`config.mk`:
```
export PLATFORM = sky130hd
export DESIGN_NAME = ofm_collector_flat
export DESIGN_NICKNAME = d
export VERILOG_FILES = /design/src/rtl/ofm_collector_if.sv /design/src/rtl/ofm_collector.sv /design/src/flat_wrapper.sv
export SDC_FILE = /design/constraint.sdc
export NUM_CORES = 1
export LEC_CHECK = 0
export BUFFER_PORTS_ARGS = -buffer_cell sky130_fd_sc_hd__buf_4
export CORE_ASPECT_RATIO = 0.8
export CORE_UTILIZATION = 30
export CTS_CLUSTER_DIAMETER = 100
export CTS_CLUSTER_SIZE = 14
export DETAILED_ROUTE_END_ITERATION = 8
export GPL_ROUTABILITY_DRIVEN = 1
export SYNTH_ARGS = -nofsm -noshare
export SYNTH_HDL_FRONTEND = slang
export SYNTH_SLANG_ARGS = --single-unit
export TNS_END_PERCENT = 20
```
`constraint.sdc`:
```
create_clock -name clk -period 12.1 [get_ports clk]
set_input_delay 0.605 -clock clk [delete_from_list [all_inputs] [get_ports clk]]
set_output_delay 0.605 -clock clk [all_outputs]
set_load 0.01 [all_outputs]
```
`src/rtl/ofm_collector_if.sv`:
```
// ofm_collector_if: result stream from the conv kernel (two row ports with
// valid strobes) plus the two-port write bus toward the OFM SRAM.
// master = kernel/SRAM side, slave = the collector.
interface ofm_collector_if #(
  parameter int DATA_W = 25,
  parameter int ADDR_W = 18
);
  logic signed [DATA_W-1:0] ofm_port0;
  logic signed [DATA_W-1:0] ofm_port1;
  logic                     ofm_port0_v;
  logic                     ofm_port1_v;
  logic                     wr0_en;
  logic                     wr1_en;
  logic        [ADDR_W-1:0] wr0_addr;
  logic        [ADDR_W-1:0] wr1_addr;
  logic signed [DATA_W-1:0] wr0_data;
  logic signed [DATA_W-1:0] wr1_data;

  modport master (
    output ofm_port0, ofm_port1, ofm_port0_v, ofm_port1_v,
    input  wr0_en, wr1_en, wr0_addr, wr1_addr, wr0_data, wr1_data
  );

  modport slave (
    input  ofm_port0, ofm_port1, ofm_port0_v, ofm_port1_v,
    output wr0_en, wr1_en, wr0_addr, wr1_addr, wr0_data, wr1_data
  );
endinterface

```
`src/rtl/ofm_collector.sv`:
```
// ofm_collector: turns the conv kernel's tiled (band / tile / row-in-band /
// column) output order into linear OFM SRAM write addresses.
// Optional feature macro OFM_CLIP_EN: when defined, beats outside the valid
// OFM_DIM x OFM_DIM window are not written and the address map is packed
// (row stride OFM_DIM, channel stride OFM_DIM^2); otherwise every beat is
// written with the padded map (row stride TI*TW_N, channel stride
// TI*TW_N*BAND_H*N_BANDS).
module ofm_collector #(
  parameter int DATA_W  = 25,
  parameter int TI      = 16,
  parameter int TW_N    = 4,
  parameter int BAND_H  = 5,
  parameter int N_BANDS = 13,
  parameter int OFM_DIM = 61,
  parameter int ADDR_W  = 18
) (
  input  logic       clk,
  input  logic       rst_n,
  input  logic       start,
  input  logic [1:0] cfg_co,
  ofm_collector_if.slave bus,
  output logic       busy,
  output logic       done,
  output logic       proto_err
);

`ifdef OFM_CLIP_EN
  localparam bit CLIP_EN = 1'b1;
`else
  localparam bit CLIP_EN = 1'b0;
`endif

  localparam int ROW_STRIDE = CLIP_EN ? OFM_DIM : TI * TW_N;
  localparam int CH_STRIDE  = CLIP_EN ? OFM_DIM * OFM_DIM : TI * TW_N * BAND_H * N_BANDS;
  localparam int OW_W   = $clog2(TI + 1);
  localparam int TW_W   = $clog2(TW_N + 1);
  localparam int RB_W   = $clog2(BAND_H + 1);
  localparam int BAND_W = $clog2(N_BANDS + 1);
  localparam int OC_W   = 5;

  typedef enum logic [1:0] {S_IDLE, S_COLLECT, S_DONE} state_t;

  state_t state_q, state_d;
  logic [OC_W-1:0]   oc_q, oc_d;
  logic [BAND_W-1:0] band_q, band_d;
  logic [TW_W-1:0]   tw_q, tw_d;
  logic [OW_W-1:0]   ow_q, ow_d;
  logic [RB_W-1:0]   rb_q, rb_d;
  logic [1:0]        cfg_co_q, cfg_co_d;
  logic              busy_q, busy_d;
  logic              done_q, done_d;
  logic              err_q, err_d;
  logic              wr0_en_q, wr0_en_d;
  logic              wr1_en_q, wr1_en_d;
  logic [ADDR_W-1:0] wr0_addr_q, wr0_addr_d;
  logic [ADDR_W-1:0] wr1_addr_q, wr1_addr_d;
  logic signed [DATA_W-1:0] wr0_data_q, wr0_data_d;
  logic signed [DATA_W-1:0] wr1_data_q, wr1_data_d;

  logic [31:0]       row0;
  logic [31:0]       col;
  logic              clip0;
  logic              clip1;
  logic [ADDR_W-1:0] addr0;
  logic [ADDR_W-1:0] addr1;
  logic [1:0]        inc;
  logic [RB_W-1:0]   rb_sum;
  logic [OC_W-1:0]   oc_last;

  // Next-state logic: beat decode, position counters, protocol checks, write bus
  always_comb begin
    state_d    = state_q;
    oc_d       = oc_q;
    band_d     = band_q;
    tw_d       = tw_q;
    ow_d       = ow_q;
    rb_d       = rb_q;
    cfg_co_d   = cfg_co_q;
    err_d      = err_q;
    done_d     = 1'b0;
    wr0_en_d   = 1'b0;
    wr1_en_d   = 1'b0;
    wr0_addr_d = wr0_addr_q;
    wr1_addr_d = wr1_addr_q;
    wr0_data_d = wr0_data_q;
    wr1_data_d = wr1_data_q;
    inc        = 2'd1;
    rb_sum     = '0;
    oc_last    = {cfg_co_q, 3'b111};
    row0       = 32'(band_q) * BAND_H + 32'(rb_q);
    col        = 32'(tw_q) * TI + 32'(ow_q);
    clip0      = CLIP_EN && ((row0 >= OFM_DIM) || (col >= OFM_DIM));
    clip1      = CLIP_EN && ((row0 + 1 >= OFM_DIM) || (col >= OFM_DIM));
    addr0      = ADDR_W'(32'(oc_q) * CH_STRIDE + row0 * ROW_STRIDE + col);
    addr1      = addr0 + ADDR_W'(ROW_STRIDE);

    if (start) begin
      // start overrides everything, including a beat arriving in the same cycle
      state_d  = S_COLLECT;
      oc_d     = '0;
      band_d   = '0;
      tw_d     = '0;
      ow_d     = '0;
      rb_d     = '0;
      cfg_co_d = cfg_co;
      err_d    = 1'b0;
    end else begin
      case (state_q)
        S_IDLE: begin
          if (bus.ofm_port0_v || bus.ofm_port1_v) err_d = 1'b1;
        end
        S_DONE: begin
          done_d  = 1'b1;
          state_d = S_IDLE;
          if (bus.ofm_port0_v || bus.ofm_port1_v) err_d = 1'b1;
        end
        S_COLLECT: begin
          if (bus.ofm_port1_v && !bus.ofm_port0_v) begin
            err_d = 1'b1;
          end else if (bus.ofm_port0_v) begin
            wr0_en_d = !clip0;
            if (!clip0) begin
              wr0_addr_d = addr0;
              wr0_data_d = bus.ofm_port0;
            end
            if (bus.ofm_port1_v) begin
              if (rb_q == RB_W'(BAND_H - 1)) begin
                err_d = 1'b1;
              end else begin
                inc      = 2'd2;
                wr1_en_d = !clip1;
                if (!clip1) begin
                  wr1_addr_d = addr1;
                  wr1_data_d = bus.ofm_port1;
                end
              end
            end
            if (ow_q == OW_W'(TI - 1)) begin
              ow_d   = '0;
              rb_sum = rb_q + RB_W'(inc);
              if (rb_sum >= RB_W'(BAND_H)) begin
                rb_d = '0;
                if (tw_q == TW_W'(TW_N - 1)) begin
                  tw_d = '0;
                  if (band_q == BAND_W'(N_BANDS - 1)) begin
                    band_d = '0;
                    if (oc_q == oc_last) state_d = S_DONE;
                    else                 oc_d    = oc_q + 1'b1;
                  end else begin
                    band_d = band_q + 1'b1;
                  end
                end else begin
                  tw_d = tw_q + 1'b1;
                end
              end else begin
                rb_d = rb_sum;
              end
            end else begin
              ow_d = ow_q + 1'b1;
            end
          end
        end
        default: state_d = S_IDLE;
      endcase
    end

    busy_d = (state_d != S_IDLE);
  end

  // State, counters and registered outputs, cleared asynchronously by reset
  always_ff @(posedge clk or negedge rst_n) begin
    if (!rst_n) begin
      state_q    <= S_IDLE;
      oc_q       <= '0;
      band_q     <= '0;
      tw_q       <= '0;
      ow_q       <= '0;
      rb_q       <= '0;
      cfg_co_q   <= '0;
      busy_q     <= 1'b0;
      done_q     <= 1'b0;
      err_q      <= 1'b0;
      wr0_en_q   <= 1'b0;
      wr1_en_q   <= 1'b0;
      wr0_addr_q <= '0;
      wr1_addr_q <= '0;
      wr0_data_q <= '0;
      wr1_data_q <= '0;
    end else begin
      state_q    <= state_d;
      oc_q       <= oc_d;
      band_q     <= band_d;
      tw_q       <= tw_d;
      ow_q       <= ow_d;
      rb_q       <= rb_d;
      cfg_co_q   <= cfg_co_d;
      busy_q     <= busy_d;
      done_q     <= done_d;
      err_q      <= err_d;
      wr0_en_q   <= wr0_en_d;
      wr1_en_q   <= wr1_en_d;
      wr0_addr_q <= wr0_addr_d;
      wr1_addr_q <= wr1_addr_d;
      wr0_data_q <= wr0_data_d;
      wr1_data_q <= wr1_data_d;
    end
  end

  assign bus.wr0_en   = wr0_en_q;
  assign bus.wr1_en   = wr1_en_q;
  assign bus.wr0_addr = wr0_addr_q;
  assign bus.wr1_addr = wr1_addr_q;
  assign bus.wr0_data = wr0_data_q;
  assign bus.wr1_data = wr1_data_q;
  assign busy         = busy_q;
  assign done         = done_q;
  assign proto_err    = err_q;

endmodule

```
`src/flat_wrapper.sv`:
```
// flat-port wrapper written by rule: the top's interface ports become plain ports
module ofm_collector_flat 
#(
  parameter int DATA_W  = 25,
  parameter int TI      = 16,
  parameter int TW_N    = 4,
  parameter int BAND_H  = 5,
  parameter int N_BANDS = 13,
  parameter int OFM_DIM = 61,
  parameter int ADDR_W  = 18
)
  (clk, rst_n, start, cfg_co, busy, done, proto_err, bus_ofm_port0, bus_ofm_port1, bus_ofm_port0_v, bus_ofm_port1_v, bus_wr0_en, bus_wr1_en, bus_wr0_addr, bus_wr1_addr, bus_wr0_data, bus_wr1_data);
  ofm_collector_if #(.DATA_W(DATA_W), .ADDR_W(ADDR_W)) bus_i ();
  input  logic clk;
  input  logic rst_n;
  input  logic start;
  input  logic [1:0] cfg_co;
  output logic busy;
  output logic done;
  output logic proto_err;
  input wire logic [$bits(bus_i.ofm_port0)-1:0] bus_ofm_port0;
  input wire logic [$bits(bus_i.ofm_port1)-1:0] bus_ofm_port1;
  input wire logic [$bits(bus_i.ofm_port0_v)-1:0] bus_ofm_port0_v;
  input wire logic [$bits(bus_i.ofm_port1_v)-1:0] bus_ofm_port1_v;
  output wire logic [$bits(bus_i.wr0_en)-1:0] bus_wr0_en;
  output wire logic [$bits(bus_i.wr1_en)-1:0] bus_wr1_en;
  output wire logic [$bits(bus_i.wr0_addr)-1:0] bus_wr0_addr;
  output wire logic [$bits(bus_i.wr1_addr)-1:0] bus_wr1_addr;
  output wire logic [$bits(bus_i.wr0_data)-1:0] bus_wr0_data;
  output wire logic [$bits(bus_i.wr1_data)-1:0] bus_wr1_data;
  assign bus_i.ofm_port0 = bus_ofm_port0;
  assign bus_i.ofm_port1 = bus_ofm_port1;
  assign bus_i.ofm_port0_v = bus_ofm_port0_v;
  assign bus_i.ofm_port1_v = bus_ofm_port1_v;
  assign bus_wr0_en = bus_i.wr0_en;
  assign bus_wr1_en = bus_i.wr1_en;
  assign bus_wr0_addr = bus_i.wr0_addr;
  assign bus_wr1_addr = bus_i.wr1_addr;
  assign bus_wr0_data = bus_i.wr0_data;
  assign bus_wr1_data = bus_i.wr1_data;
  ofm_collector #(.DATA_W(DATA_W), .TI(TI), .TW_N(TW_N), .BAND_H(BAND_H), .N_BANDS(N_BANDS), .OFM_DIM(OFM_DIM), .ADDR_W(ADDR_W)) u_core (.clk(clk), .rst_n(rst_n), .start(start), .cfg_co(cfg_co), .bus(bus_i), .busy(busy), .done(done), .proto_err(proto_err));
endmodule
```
Yosys cells after proc, flatten, opt, wreduce, memory -nomap -nowiden
Index checks and enable logic that the tools add are counted.

storage, ports and cells
  flip-flop bits (word level) = 115
  output and inout port bits = 91
  word-level logic and storage cells = 135

cells by class
  bitwise logic cells = 3
  $add $sub $neg = 10
  eq/ne operators = 13
  order comparisons = 1
  reduce and logical (&&, ||, !) cells = 21
  $mul = 2
  muxes and demuxes = 69

operators by type and width
  cell                   number
  $mux 5                 14
  $mux 3                 13
  $add 18x18->18         2
  $mux 4                 8
  $mux 2                 14
  $add 18x7->18 const B  1
  $mux 1                 18
  $reduce_bool 2->1      7
  $mul 5x7->12 const B   1
  $reduce_and 6->1       2
  $add 5x1->5 const B    2
  $reduce_and 5->1       2
  $add 7x3->8            1
  $add 7x5->8            1
  $ne 4x3->1 const B     2
  $reduce_and 4->1       2
  $reduce_and 8->1       1
  $mul 4x3->7 const B    1
  $eq 5x4->1 const B     1
  $eq 5x5->1             1
  $add 4x1->4 const B    1
  $eq 4x4->1 const B     1
  $ne 2x2->1 const B     2
  $ne 4x2->1 const B     1
  18 further kinds       20

Longest topological paths before layout
  depth after elaboration = 16
  gate-level depth with buffers = 16
  depth with buffers taken out = 16

Worst setup path after synthesis
OpenSTA, ideal clock, no wires.

  path kind = register to register
  start = reg u_core.band_q[0]
  end = reg u_core.wr1_addr_q[15] (netlist: u_core.bus.wr1_addr[15])
  buffers on the path = 0
  arrival = 3806 ps
  period minus slack after synthesis = 3931 ps
  required time = 11975 ps
  setup time = 125 ps
  setup slack = 8169 ps
  cell stages (with the launch flop) = 17
  path through = dfrtp_1 > ha_1 > ha_1 > ha_1 > a21o_1 > a21oi_1 > nor2b_1 > o21ai_0 > nand2b_1 > ha_1 > ha_1 > and3b_1 > a221o_1 > a311oi_2 > nand4b_1 > xor2_1 > mux2_2

on the way
  word-level cells in the longest chain between the ends = 5

ends and longest elaborated chain
  element                       line                  RTL
  from (decl)                   ofm_collector.sv:45   logic [BAND_W-1:0] band_q, band_d;
  from (signal assigned)        ofm_collector.sv:192  band_q <= band_d;
  $mul 4x3->7                   ofm_collector.sv:90   row0 = 32'(band_q) * BAND_H + 32'(rb_q);
  $add 7x3->8                   ofm_collector.sv:90
  $add 18x18->18 (2 in series)  ofm_collector.sv:94   addr0 = ADDR_W'(32'(oc_q) * CH_STRIDE + row0 * ROW_STRIDE + col);
  $add 18x7->18                 ofm_collector.sv:95   addr1 = addr0 + ADDR_W'(ROW_STRIDE);
  to (signal assigned)          ofm_collector.sv:203  wr1_addr_q <= wr1_addr_d;
  to (decl)                     ofm_collector.sv:56   logic [ADDR_W-1:0] wr1_addr_q, wr1_addr_d;

No other way between the ends.
A chain may end at the register's enable or synchronous reset.

Worst setup path after layout
Same ends and word-level chain as after synthesis.

==> impl_summary.txt <==
----------------------------------------------------
[Synth]
  Total nets after synthesis ... 695
  Most used flip-flop cell after synthesis ... sky130_fd_sc_hd__dfrtp_1
  Post-synthesis cell area ... 5690 µm²
  Cells after Synth ... 602
  Post-synthesis cell type count ... 70
  EDFF count, synth ... 0
  Flip-flop and latch count after synthesis ... 115
  Average cell area after synthesis ... between 9 and 10 µm²
  Share of async-settable or async-resettable flops after synthesis ... 100%
  Syn. warnings ... 0
  Sequential cell area fraction in the yosys report ... approximately half

[Final layout]
  Fraction of the core area covered by cells at the end of the flow ... 41.8%
  Number of fillers in the final layout ... 1840
  Design area ... 7670 µm²
  Number of antenna cells inserted ... 0
  Synth-to-layout area growth ... 34.7%
  Layout cells sized above 1 ... 26.6%
  Number of nets in the finished design ... 838

[Place]
  IO Port Bufs ... 147
  Minimum setup slack after placement ... 7.79 ns
  Post-detailed-placement half-perimeter wirelength ... 10000 µm
  Placed cell areas ... about 7000 µm²
  Routability Congestion ... 0.793

[Worst setup path]
  Critical path class ... flip-flop to flip-flop
  Setup crit start kind ... flip-flop
  Arrival @ worst endpoint ... 4.56 ns
  Crit path max-delay family ... adder cells
  Critical Path Max Stage Delay ... 0.45 ns
  Critical path peak fanout ... 6
  Slowest cell on crit path ... sky130_fd_sc_hd__dfrtp_1
  Critical Path Most Common Cell ... sky130_fd_sc_hd__ha_1
  Series of cell instances along the critical path ... ha_1 -> ha_1 -> ha_1 -> a21o_1 -> a21oi_1 -> nor2b_1 -> o21ai_0 -> nand2b_1 -> ha_1 -> ha_1 -> and3b_1 -> a221o_1 -> a311oi_2 -> nand4b_1 -> xor2_1 -> mux2_2
  R2R setup slack ... approximately 7.8 ns
  Combined buffer and inverter count along the critical path ... 0
  Capturing element type of the critical path ... flip-flop
  Data required time of the worst path ... 12.39 ns

[GRT]
  GR Overflow Total ... 0
  Maximum number of pins on one net before global-route repair ... between 60 and 70
  Antenna violations before repair ... 0
  Global-route wire length before repair ... between 20000 and 25000 µm
  Via count of the first global-routing pass ... between 4000 and 5000
  Overall Global Routing Usage ... 15.0%

[Clocking]
  Buffer type at the clock tree root ... sky130_fd_sc_hd__clkbuf_16
  Reg clk slew, reported paths ... ~0.05 ns
  Number of hold buffers added after CTS ... 0
  Number of buffers inserted during clock tree synthesis ... 17
  Clock net sink count ... 115
  Total number of H-tree levels ... 4
  Worst-skew pair later-pin latency ... 0.41 ns
  Number of buffers on the longest clock path ... 2
  Buffer count from post-CTS setup fixing ... 0
  Number of cells upsized or downsized after cts ... 0
  CTS tree ... yes

[Die]
  Total Die Area ... 19500 µm²
  Die Wd ... 156 µm
  Overall die height ... 125 µm
  Number of ports placed on the die boundary ... 148
  Standard-cell rows ... 44
  Initial core utilization ... 31.0%
  Core footprint ... 18300 µm²

[STA]
  Unrepaired setup endpoints after global routing ... no
  Number of max-slew violations in the final report ... 0
  Max Freq ... 0.234 GHz
  Pin slew with the least headroom to its limit ... 1.02 ns
  Final setup violation count ... 0
  Post-Route Hold Slack ... 0.307 ns
  Setup Skew ... ~0.0059 ns
  Final hold violation count ... 0
  Shortest clock period the worst path allows after layout ... 4.27 ns
  Period Utilization, post-route ... 35.3%
  Worst Setup Slack, final ... slightly below 8 ns
  Headroom to the max-slew limit ... 32.2%
  Final-layout setup total negative slack ... 0 ns

[Drt]
  Remaining routing DRC violations ... 0
  Ratio of routed vias to standard cells ... approximately 4.4
  DRT antenna net count ... 0
  Initial detailed-routing violation count ... 257
  Total iterations of the first detailed-routing run ... 6
  Total via count after detailed routing ... roughly 4500
  Routed wire length ... 14100 µm
  Wire per inst ... 13.9 µm

[Pwr]
  Pwr/cell area ... 169 nW/µm²
  Worst IR drop on VDD ... 0.101 mV
  Static leakage ... 4.02 nW

[Flow run]
  Number of maximum-capacitance constraint violations ... 0

[Hold path]
  Classification of the worst-slack hold path ... input port to async pin

[Run status]
  Status ... complete, no violations

----------------------------------------------------
-- layout make-up --
cell class              instances  area, µm²  share of cell area, %
multi-input cells             448       2650                   34.5
clock inverters                 9        175                   2.28
repair buffers                150       1130                   14.7
clock buffers                  23        478                   6.23
flip-flops and latches        115       2880                   37.5
inverters                      13       48.8                  0.636
well taps                     253        317                   4.13
-- per-layer routing --
metal / track usage (%) / routed length [µm] / part of all wire (%) / vias up
met1: 21.5 / 7090 / 50 / 2067
met4: 4.96 / 170 / 1.2 / 0
met3: 4.68 / 880 / 6.2 / 12
li1: - / - / - / 2279
met5: 0 / 0 / 0 / -
met2: 21.3 / 5950 / 42 / 138
-- sequential cells by signal (all words and copies together), names as in the netlist --
signal,cells
u_core.proto_err,1
u_core.rb_q,3
u_core.band_q,4
u_core.ow_q,5
u_core.bus.wr0_addr,18
u_core.tw_q,3
u_core.bus.wr1_data,25
u_core.state_q,2
u_core.bus.wr1_en,1
u_core.bus.wr1_addr,18
u_core.done,1
u_core.bus.wr0_en,1
u_core.busy,1
u_core.cfg_co_q,2
u_core.bus.wr0_data,25
u_core.oc_q,5
-- placed cells by master (no fill, tap or decap), types with 3 or more instances in the layout --
master / Yosys / layout
sky130_fd_sc_hd__nand2_1: 235 / 235
sky130_fd_sc_hd__buf_4: 1 / 150
sky130_fd_sc_hd__dfrtp_1: 115 / 115
sky130_fd_sc_hd__ha_1: 31 / 31
sky130_fd_sc_hd__o21ai_0: 23 / 23
sky130_fd_sc_hd__xnor2_1: 17 / 17
sky130_fd_sc_hd__nor2_1: 17 / 17
sky130_fd_sc_hd__clkbuf_16: 0 / 17
sky130_fd_sc_hd__inv_1: 11 / 11
sky130_fd_sc_hd__a21oi_1: 9 / 9
sky130_fd_sc_hd__xor2_1: 8 / 8
sky130_fd_sc_hd__a21o_1: 8 / 8
sky130_fd_sc_hd__nand2b_1: 8 / 7
sky130_fd_sc_hd__nor2b_1: 6 / 6
sky130_fd_sc_hd__fa_1: 5 / 5
sky130_fd_sc_hd__bufinv_16: 0 / 5
sky130_fd_sc_hd__and3_1: 4 / 4
sky130_fd_sc_hd__nand4_1: 4 / 4
sky130_fd_sc_hd__and4b_1: 3 / 3
sky130_fd_sc_hd__nor3b_1: 3 / 3
sky130_fd_sc_hd__nor3_1: 3 / 3
sky130_fd_sc_hd__mux2_2: 3 / 3
sky130_fd_sc_hd__a41oi_1: 3 / 3
sky130_fd_sc_hd__nand3b_1: 3 / 3
sky130_fd_sc_hd__nor4_1: 3 / 3
sky130_fd_sc_hd__o2111ai_1: 3 / 3
sky130_fd_sc_hd__clkbuf_1: 12 / 3
sky130_fd_sc_hd__clkbuf_8: 0 / 3
-- synth_stat cells (all sizes together), types with 8 or more instances --
cell type	number	share of area, %
nand2	237	16
dfrtp	115	51
ha	31	6.8
o21ai	24	2.1
nor2	18	1.2
xnor2	17	2.6
buf	14	1.5
clkbuf	12	0.79
inv	12	0.79
a21oi	9	0.79
xor2	9	1.5
a21o	8	1.1
nand2b	8	0.88
-- logic make-up after synthesis --
group | after synthesis | share of synthesized area, %
AO/OA/AOI/OAI | 69 | 8.62
XOR/XNOR | 26 | 4.13
adder cells (fa/ha/maj) | 36 | 8.57
buffers and inverters | 39 | 3.10
flip-flops | 115 | 50.6
multiplexers | 3 | 0.593
AND/OR/NAND/NOR | 314 | 24.4
-- stage by stage --
stage,cells,power [mW]
after floorplan,602,0.616
after global placement,979,0.751
after detailed placement,979,0.752
after CTS,1011,1.32
after global routing,1011,1.37
final,1011,1.30
-- power breakdown --
| group | internal (mW) | switching [mW] |
|---|---|---|
| clock | 0.381 | 0.173 |
| combinational | 0.126 | 0.139 |
| sequential | 0.439 | 0.0370 |
| total | 0.946 | 0.349 |
-- final timing paths --
kind | start | endpoint | depth (start not counted)
worst min register to register | u_core.bus.wr0_addr[12] | u_core.bus.wr0_addr[12] | 2
worst min-delay path | rst_n | u_core.bus.wr0_data[2] | 1
min in group clk | bus_ofm_port1[16] | u_core.bus.wr1_data[16] | 3
max in group asynchronous | rst_n | u_core.bus.wr0_addr[1] | 2
worst max-delay path | u_core.band_q[0] | u_core.bus.wr1_addr[15] | 16
worst max register to register | u_core.band_q[0] | u_core.bus.wr1_addr[15] | 16
Power figures use the tool's default switching activity.
